<file path="src/rtl/reorder_buffer.sv">
// Circular in-order reorder buffer: allocates ids at issue, captures results out of order,
// retires in program order and flushes everything when a mispredicted branch retires.
module reorder_buffer #(
  parameter int ROB_WIDTH = 4
) (
  input  logic                 clockIn,
  input  logic                 resetIn,
  input  logic                 issueValid,
  input  logic [4:0]           issueDest,
  input  logic                 issueIsBranch,
  output logic                 robFull,
  output logic [ROB_WIDTH-1:0] issueRobId,
  input  logic                 wbValid,
  input  logic [ROB_WIDTH-1:0] wbRobId,
  input  logic [31:0]          wbValue,
  input  logic                 wbMispredict,
  input  logic [31:0]          wbTarget,
  output logic                 regUpdateValid,
  output logic [4:0]           regUpdateDest,
  output logic [31:0]          regUpdateValue,
  output logic [ROB_WIDTH-1:0] regUpdateRobId,
  input  logic [ROB_WIDTH-1:0] robRs1Dep,
  output logic                 robRs1Ready,
  output logic [31:0]          robRs1Value,
  input  logic [ROB_WIDTH-1:0] robRs2Dep,
  output logic                 robRs2Ready,
  output logic [31:0]          robRs2Value,
  output logic                 flushOut,
  output logic [31:0]          flushPc
);

  localparam int DEPTH = 1 << ROB_WIDTH;
  localparam logic [ROB_WIDTH:0] DEPTH_CNT = (ROB_WIDTH + 1)'(DEPTH);

  // Handshakes: an issue is taken on a posedge where issueValid is high and robFull is low
  // (no stall, the instruction unit must hold it); wbValid and regUpdateValid are one-cycle
  // strobes with no backpressure.

  logic [DEPTH-1:0]     busy_q;
  logic [DEPTH-1:0]     ready_q;
  logic [DEPTH-1:0]     branch_q;
  logic [DEPTH-1:0]     mispred_q;
  logic [4:0]           dest_q   [DEPTH];
  logic [31:0]          value_q  [DEPTH];
  logic [31:0]          target_q [DEPTH];
  logic [ROB_WIDTH-1:0] head_q;
  logic [ROB_WIDTH-1:0] tail_q;
  logic [ROB_WIDTH:0]   count_q;

  logic do_alloc;
  logic do_wb;
  logic do_commit;
  logic do_flush;

  assign robFull    = (count_q == DEPTH_CNT);
  assign issueRobId = tail_q;

  // Fullness is judged on the registered count, so a same-cycle pop never frees a slot early.
  assign do_alloc  = issueValid && !robFull;
  assign do_wb     = wbValid && busy_q[wbRobId];
  assign do_commit = (count_q != '0) && ready_q[head_q];
  assign do_flush  = do_commit && mispred_q[head_q];

  always_ff @(posedge clockIn) begin
    if (!resetIn) begin
      head_q         <= '0;
      tail_q         <= '0;
      count_q        <= '0;
      busy_q         <= '0;
      ready_q        <= '0;
      mispred_q      <= '0;
      regUpdateValid <= 1'b0;
      regUpdateDest  <= '0;
      regUpdateValue <= '0;
      regUpdateRobId <= '0;
      flushOut       <= 1'b0;
      flushPc        <= '0;
    end else begin
      regUpdateValid <= do_commit;
      if (do_commit) begin
        regUpdateDest  <= dest_q[head_q];
        regUpdateValue <= value_q[head_q];
        regUpdateRobId <= head_q;
      end
      flushOut <= do_flush;
      if (do_flush) begin
        flushPc <= target_q[head_q];
      end

      if (do_flush) begin
        head_q    <= '0;
        tail_q    <= '0;
        count_q   <= '0;
        busy_q    <= '0;
        ready_q   <= '0;
        mispred_q <= '0;
      end else begin
        if (do_alloc) begin
          busy_q[tail_q]   <= 1'b1;
          ready_q[tail_q]  <= 1'b0;
          branch_q[tail_q] <= issueIsBranch;
          tail_q           <= tail_q + 1'b1;
        end
        if (do_wb) begin
          ready_q[wbRobId]   <= 1'b1;
          mispred_q[wbRobId] <= wbMispredict && branch_q[wbRobId];
        end
        // Placed after the writeback so a retiring head never stays marked ready.
        if (do_commit) begin
          busy_q[head_q]  <= 1'b0;
          ready_q[head_q] <= 1'b0;
          head_q          <= head_q + 1'b1;
        end
        count_q <= count_q + {{ROB_WIDTH{1'b0}}, do_alloc} - {{ROB_WIDTH{1'b0}}, do_commit};
      end
    end
  end

  // Payload storage needs no reset: it is only read behind busy/ready.
  always_ff @(posedge clockIn) begin
    if (resetIn && !do_flush) begin
      if (do_alloc) begin
        dest_q[tail_q] <= issueDest;
      end
      if (do_wb) begin
        value_q[wbRobId]  <= wbValue;
        target_q[wbRobId] <= wbTarget;
      end
    end
  end

  always_comb begin
    robRs1Ready = 1'b0;
    robRs1Value = '0;
    if (ready_q[robRs1Dep]) begin
      robRs1Ready = 1'b1;
      robRs1Value = value_q[robRs1Dep];
    end else if (wbValid && (wbRobId == robRs1Dep)) begin
      robRs1Ready = 1'b1;
      robRs1Value = wbValue;
    end
  end

  always_comb begin
    robRs2Ready = 1'b0;
    robRs2Value = '0;
    if (ready_q[robRs2Dep]) begin
      robRs2Ready = 1'b1;
      robRs2Value = value_q[robRs2Dep];
    end else if (wbValid && (wbRobId == robRs2Dep)) begin
      robRs2Ready = 1'b1;
      robRs2Value = wbValue;
    end
  end

endmodule

</file>
<file path="config.mk">
export PLATFORM = sky130hd
export DESIGN_NAME = reorder_buffer
export DESIGN_NICKNAME = d
export VERILOG_FILES = /design/src/rtl/reorder_buffer.sv
export SDC_FILE = /design/constraint.sdc
export NUM_CORES = 2
export LEC_CHECK = 0
export ABC_AREA = 1
export CORE_MARGIN = 3
export CORE_UTILIZATION = 30
export DETAILED_ROUTE_END_ITERATION = 7
export PLACE_DENSITY_LB_ADDON = 0.08
export SYNTH_ARGS = -nofsm -noshare
export SYNTH_HDL_FRONTEND = slang
export SYNTH_SLANG_ARGS = --single-unit
</file>
<file path="constraint.sdc">
create_clock -name clockIn -period 11.97 [get_ports clockIn]
set_input_delay 2.394 -clock clockIn [delete_from_list [all_inputs] [get_ports clockIn]]
set_output_delay 2.394 -clock clockIn [all_outputs]
set_load 0.02 [all_outputs]
</file>
After elaboration in Yosys (flattened, before gate mapping). Memory sizes are Yosys's and may differ from the RTL's. A register that Yosys moved wholly into a read port is not among the register bits. Cells that the tools add are included.

Muxes and demuxes: 45. Reduce and logical (&&, ||, !) cells: 19. Order comparisons: 8. $add $sub $neg: 4. Equality and inequality tests: 3. Bitwise operators: 9.

Operators by type and width (number): $mux W16 (11); $mux W32 (4); $and A16 B16 Y16 (3); $bwmux W16 (2); $not A16 Y16 (2); $or A16 B16 Y16 (2); $lt A4 B5 Y1 const B (5); $bmux W1 S4 (6); $mux W1 (19); $demux W1 S4 (3); $ge A4 B1 Y1 const B (3); $logic_and A1 B1 Y1 (11); $add A4 B1 Y4 const B (2); $eq A4 B4 Y1 (2); $add A5 B1 Y5 (1); $eq A5 B5 Y1 const B (1); $logic_not A1 Y1 (5); $reduce_bool A5 Y1 (1); $sub A5 B1 Y5 (1); $reduce_and A3 Y1 (1); $not A1 Y1 (2); $reduce_or A2 Y1 (1).

Logic and storage cells: 101. Register bits: 83. Output and inout bits: 146. RAM bits: 1104. Bits of input ports: 87. Memories: 3.

Memories: target_q (depth 16, width 32, read ports 1, clocked after memory_dff 1, write ports 1, line 45) `logic [31:0] target_q [DEPTH];`; value_q (depth 16, width 32, read ports 3, clocked after memory_dff 1, write ports 1, line 44) `logic [31:0] value_q [DEPTH];`; dest_q (depth 16, width 5, read ports 1, clocked after memory_dff 1, write ports 1, line 43) `logic [4:0] dest_q [DEPTH];`.

Logic depth before layout (Yosys ltp).
Depth in word-level cells: 15. Mapped depth: 25. Gate-level depth less buffers: 22.

Worst setup path after synthesis. OpenSTA, ideal clock, no wires.

Kind: input port to flip-flop. From: input wbRobId[0]. To: memory target_q[10][0], enable pin. Library setup time: 0.486 ns. Cell stages on the path: 14. Data arrival time: 6.219 ns. Path buffers: 3. Data required time: 11.484 ns. Path slack: 5.265 ns. Cells stage by stage: buf_4 inv_2 buf_4 nand2_1 nand2_1 nand2_1 nand2_1 nand2_1 nand2_1 inv_1 nand2_1 buf_4 nand3_1 nor2_1.

Word-level cells in the longest chain between the ends: 6.

Ends and longest elaborated chain: from (decl) (line 14) `input logic [ROB_WIDTH-1:0] wbRobId,`; $bmux W1 S4 (line 60) `assign do_wb = wbValid && busy_q[wbRobId];`; $mux W1 (not written as such) (line 60); $logic_and A1 B1 Y1 (line 60); $mux W1 (line 125) `if (do_wb) begin`; $mux W1 (line 121) `if (resetIn && !do_flush) begin`; $mux W1 (not written as such) (line 127) `target_q[wbRobId] <= wbTarget;`; to (decl) (line 45).

Several ways; a longest one is shown, not always the timed one. The select of a mux whose other input is x is not followed.

Worst setup path in the final report.
From: input robRs1Dep[0]. To: output robRs1Value[13].

Word-level cells in the longest chain between the ends: 4. Elaborated cells between the ends (all ways): 7. Those cells by class: 1 x eq/ne; 4 x mux; 1 x reduce/logical; 1 x memory.

Ends and longest elaborated chain: from (decl) (line 22) `input logic [ROB_WIDTH-1:0] robRs1Dep,`; branches (longest 3 deep; another with $bmux W1 S4); $mux W32 (*) (line 135) `if (ready_q[robRs1Dep]) begin`; to (decl) (line 24) `output logic [31:0] robRs1Value,`.

Every way passes the cells marked *. The select of a mux whose other input is x is not followed.

==> flow_summary.yaml <==
global_route:
  overflow: 0
  grt_pass1_wl_mm: 331.7
  grt_pass1_vias: 46020
  antenna_found_initial: 15
  track_usage_pct: 22.11
  grt_max_degree: 247
layout:
  fin_nets: 6366
  synthToLayoutAreaGrowth_pct: 15.62
  fill_cells: 19930
  drive_gt1_share_pct: 5.747
sta:
  drv_slew: 0
  tightest_slew_ns: 1.171
  fin_crit_ns: 8.713
  fin_skew_ns: 0.03103
  setup_violations: 0
  tns_ns: 0
  rsz0062_at_grt: "no"
  hold_violations: 0
  fin_crit_sh_pct: 72.79
  fmax_ghz: 0.1148
  max_slew_margin_pct: 21.96
cts:
  cts.sinks: 1256
  cts-hold-fix-buffers: 0
  clockBufferDepth: 3
  path_clk_slew_ns: 0.06
  cts_tree: "built"
  h-tree-depth: 4
  numCtsBuffers: 150
  clock_latency_ns: 0.80
  postCtsSetupBuffers: 0
  cts_resized: 0
  root_buffer: "clkbuf_16"
logic_synthesis:
  synth_nets: 6387
  synthFlopType: "edfxtp_1"
  yosys_register_bits: 1256
  synth-seq-area-share_pct: 60.93
  yosys.area.top_type: "edfxtp_1"
  yosysWarnings: 0
  syn_area_mm2: 0.05967
  synth_area_leaders: "edfxtp_1 (56%), o21ai_0 (9.1%), nand2_1 (6.1%)"
  syn_area_per_cell_um2: 9.494
  yosys.area.top_type_share_pct: 56.36
  synth_cells: 6285
  synth-edff-count: 1120
  async_flop_share_pct: 0
  ys_types: 34
critical_path:
  regToRegStartpoint: "head_q[0]$_SDFFE_PP0N_"
  worstPathRequired_ns: 9.58
  cp-end-kind: "output pin"
  worst-setup-path-type: "in -> out"
  r2r-end: "target_q[3][23]$_DFFE_PP_"
  rrSetupSlack_ns: 6.24
  critPathCapture: "robRs1Value[13]"
  crit_chain: "buf_8 -> buf_12 -> buf_4 -> o21ai_0 -> o21ai_0 -> o211ai_1 -> nand2_1 -> nand2_1 -> nand2_1 -> clkdlybuf4s50_1"
  slowest_stage: "buf_4"
  critPathLaunch: "robRs1Dep[0]"
  max_stage_delay_ns: 0.84
  arrival_ns: 6.32
  cp-start-kind: "input pin"
  cp_max_fo: 219
  r2r_cells: 14
  cp_common_cell: "nand2_1"
route:
  routedWlPerCell_um: 25.74
  vias_per_cell: 5.317
  ant_nets: 0
  drt_iter0_markers: 4403
  drc: 0
  vias: 48020
  wl_mm: 232.4
  firstDrtPassIters: 6
power_and_ir_drop:
  power.leakage_nw: 23.81
  power.density_mw_per_mm2: 144.8
  vdd_drop_max_mv: 0.1303
  power.total_mw: 9.993
die:
  die_w_um: 452.0
  ioPinCount: 233
  core-area_mm2: 0.1976
  num_rows: 163
  die_h_um: 452.0
  die-area_mm2: 0.2043
  start_util_pct: 30.19
place:
  dp_hpwl_mm: 122.0
  io_buffer_count: 232
  gp_congestion: 0.8099
flow_run:
  cap_violations: 0
worst_hold_path:
  hp-class: "reg -> reg"
run_status:
  status: "complete, no violations"
==> worst max-delay path: cells and delay by family <==
family	cells	cell delay (ns)
AOI/OAI and AO/OA	3	0.48
and+or+nand+nor	3	0.41
buffers and inverters	4	2.66
==> worst min path at each step <==
stage	start	to	cells past startpoint
after global routing	mispred_q[8]$_SDFFE_PP0P_	mispred_q[8]$_SDFFE_PP0P_	2
after CTS	mispred_q[9]$_SDFFE_PP0P_	mispred_q[9]$_SDFFE_PP0P_	2
final	mispred_q[7]$_SDFFE_PP0P_	mispred_q[7]$_SDFFE_PP0P_	2
after global placement	mispred_q[6]$_SDFFE_PP0P_	mispred_q[6]$_SDFFE_PP0P_	2
after detailed placement	mispred_q[9]$_SDFFE_PP0P_	mispred_q[9]$_SDFFE_PP0P_	2
after floorplan	mispred_q[0]$_SDFFE_PP0P_	mispred_q[0]$_SDFFE_PP0P_	2
==> area by class of cell <==
type | instances | area, um2 | share of cell area (%)
well taps | 2640 | 3303 | 4.788
inverters | 337 | 1294 | 1.875
clock buffers | 199 | 4120 | 5.972
diodes | 5 | 12.51 | 0.01814
multi-input cells | 4192 | 20060 | 29.07
flip-flops and latches | 1256 | 36360 | 52.71
repair buffers | 327 | 3136 | 4.545
clock inverters | 75 | 705.7 | 1.023
==> stage by stage <==
stage | cells | setup WS [ns] | util [%] | hold WS (ns) | cell area [um2]
2_1_floorplan | 6285 | 5.265 | - | 0.4454 | 59670
3_3_place_gp | 8752 | 3.378 | 32.46 | 0.4528 | 64150
3_5_place_dp | 8752 | 3.353 | 32.46 | 0.4551 | 64150
4_1_cts | 9026 | 3.342 | 34.90 | 0.4638 | 68980
5_1_grt | 9028 | 2.947 | 34.91 | 0.4875 | 68980
6_report | 9031 | 3.257 | 34.91 | 0.4645 | 68990
==> logic make-up (layout without fill, tap and decap cells) <==
logic type,Yosys count,in the layout,synth area share (%)
AO/OA/AOI/OAI,2021,2021,18.08
XOR/XNOR,6,6,0.08807
adder cells (fa/ha/maj),15,15,0.3271
buffers and inverters,837,938,5.739
flip-flops,1256,1256,60.93
other,0,5,0
AND/OR/NAND/NOR,2150,2150,14.84
==> registers in the layout, indices dropped and copies added (netlist names) <==
signal,flops
issueRobId,4
count_q,5
regUpdateValid,1
target_q,512
value_q,512
flushPc,32
head_q,4
busy_q,16
flushOut,1
mispred_q,16
regUpdateDest,5
branch_q,16
ready_q,16
dest_q,80
regUpdateRobId,4
regUpdateValue,32
==> Yosys cell counts (all sizes together) (2+ instances only) <==
library cell / instances
a211oi: 2
a21oi: 503
buf: 212
clkbuf: 288
clkinv: 3
dfxtp: 136
edfxtp: 1120
ha: 14
inv: 334
nand2: 969
nand3: 445
nand4: 53
nor2: 645
nor3: 34
o211ai: 186
o21ai: 1180
o22ai: 148
or2: 3
xor2: 6
==> layer usage <==
layer | global-route usage (%) | vias to the layer above | wire length (um)
met3 | 2.906 | 389 | 12390
li1 | - | 22280 | -
met1 | 28.76 | 23710 | 99480
met4 | 8.167 | 12 | 8390
met5 | 0 | - | 91
met2 | 37.55 | 1625 | 112100
==> report_power, final <==
group	switching, mW	leakage, nW	total, mW	internal, mW
logic	0.486	10.3	0.678	0.192
registers	0.00855	11.2	4.79	4.78
clock network	1.92	2.35	4.52	2.60
==> cells in the final DEF (no fill, tap or decap), types with 6 or more instances in the layout <==
cell type	instances
edfxtp_1	1120
o21ai_0	1084
nand2_1	964
nor2_1	622
a21oi_1	503
nand3_1	444
inv_1	320
clkdlybuf4s50_1	223
o211ai_1	186
clkbuf_16	152
o22ai_1	148
dfxtp_1	134
o21ai_1	96
buf_4	90
nand4_1	53
nor3_1	34
clkbuf_1	33
clkinv_1	31
clkinv_2	21
nor2_4	20
clkbuf_8	16
ha_1	14
inv_2	13
bufinv_16	8
buf_12	8
xor2_1	6
Note: power is estimated with default switching activity, not from simulation.
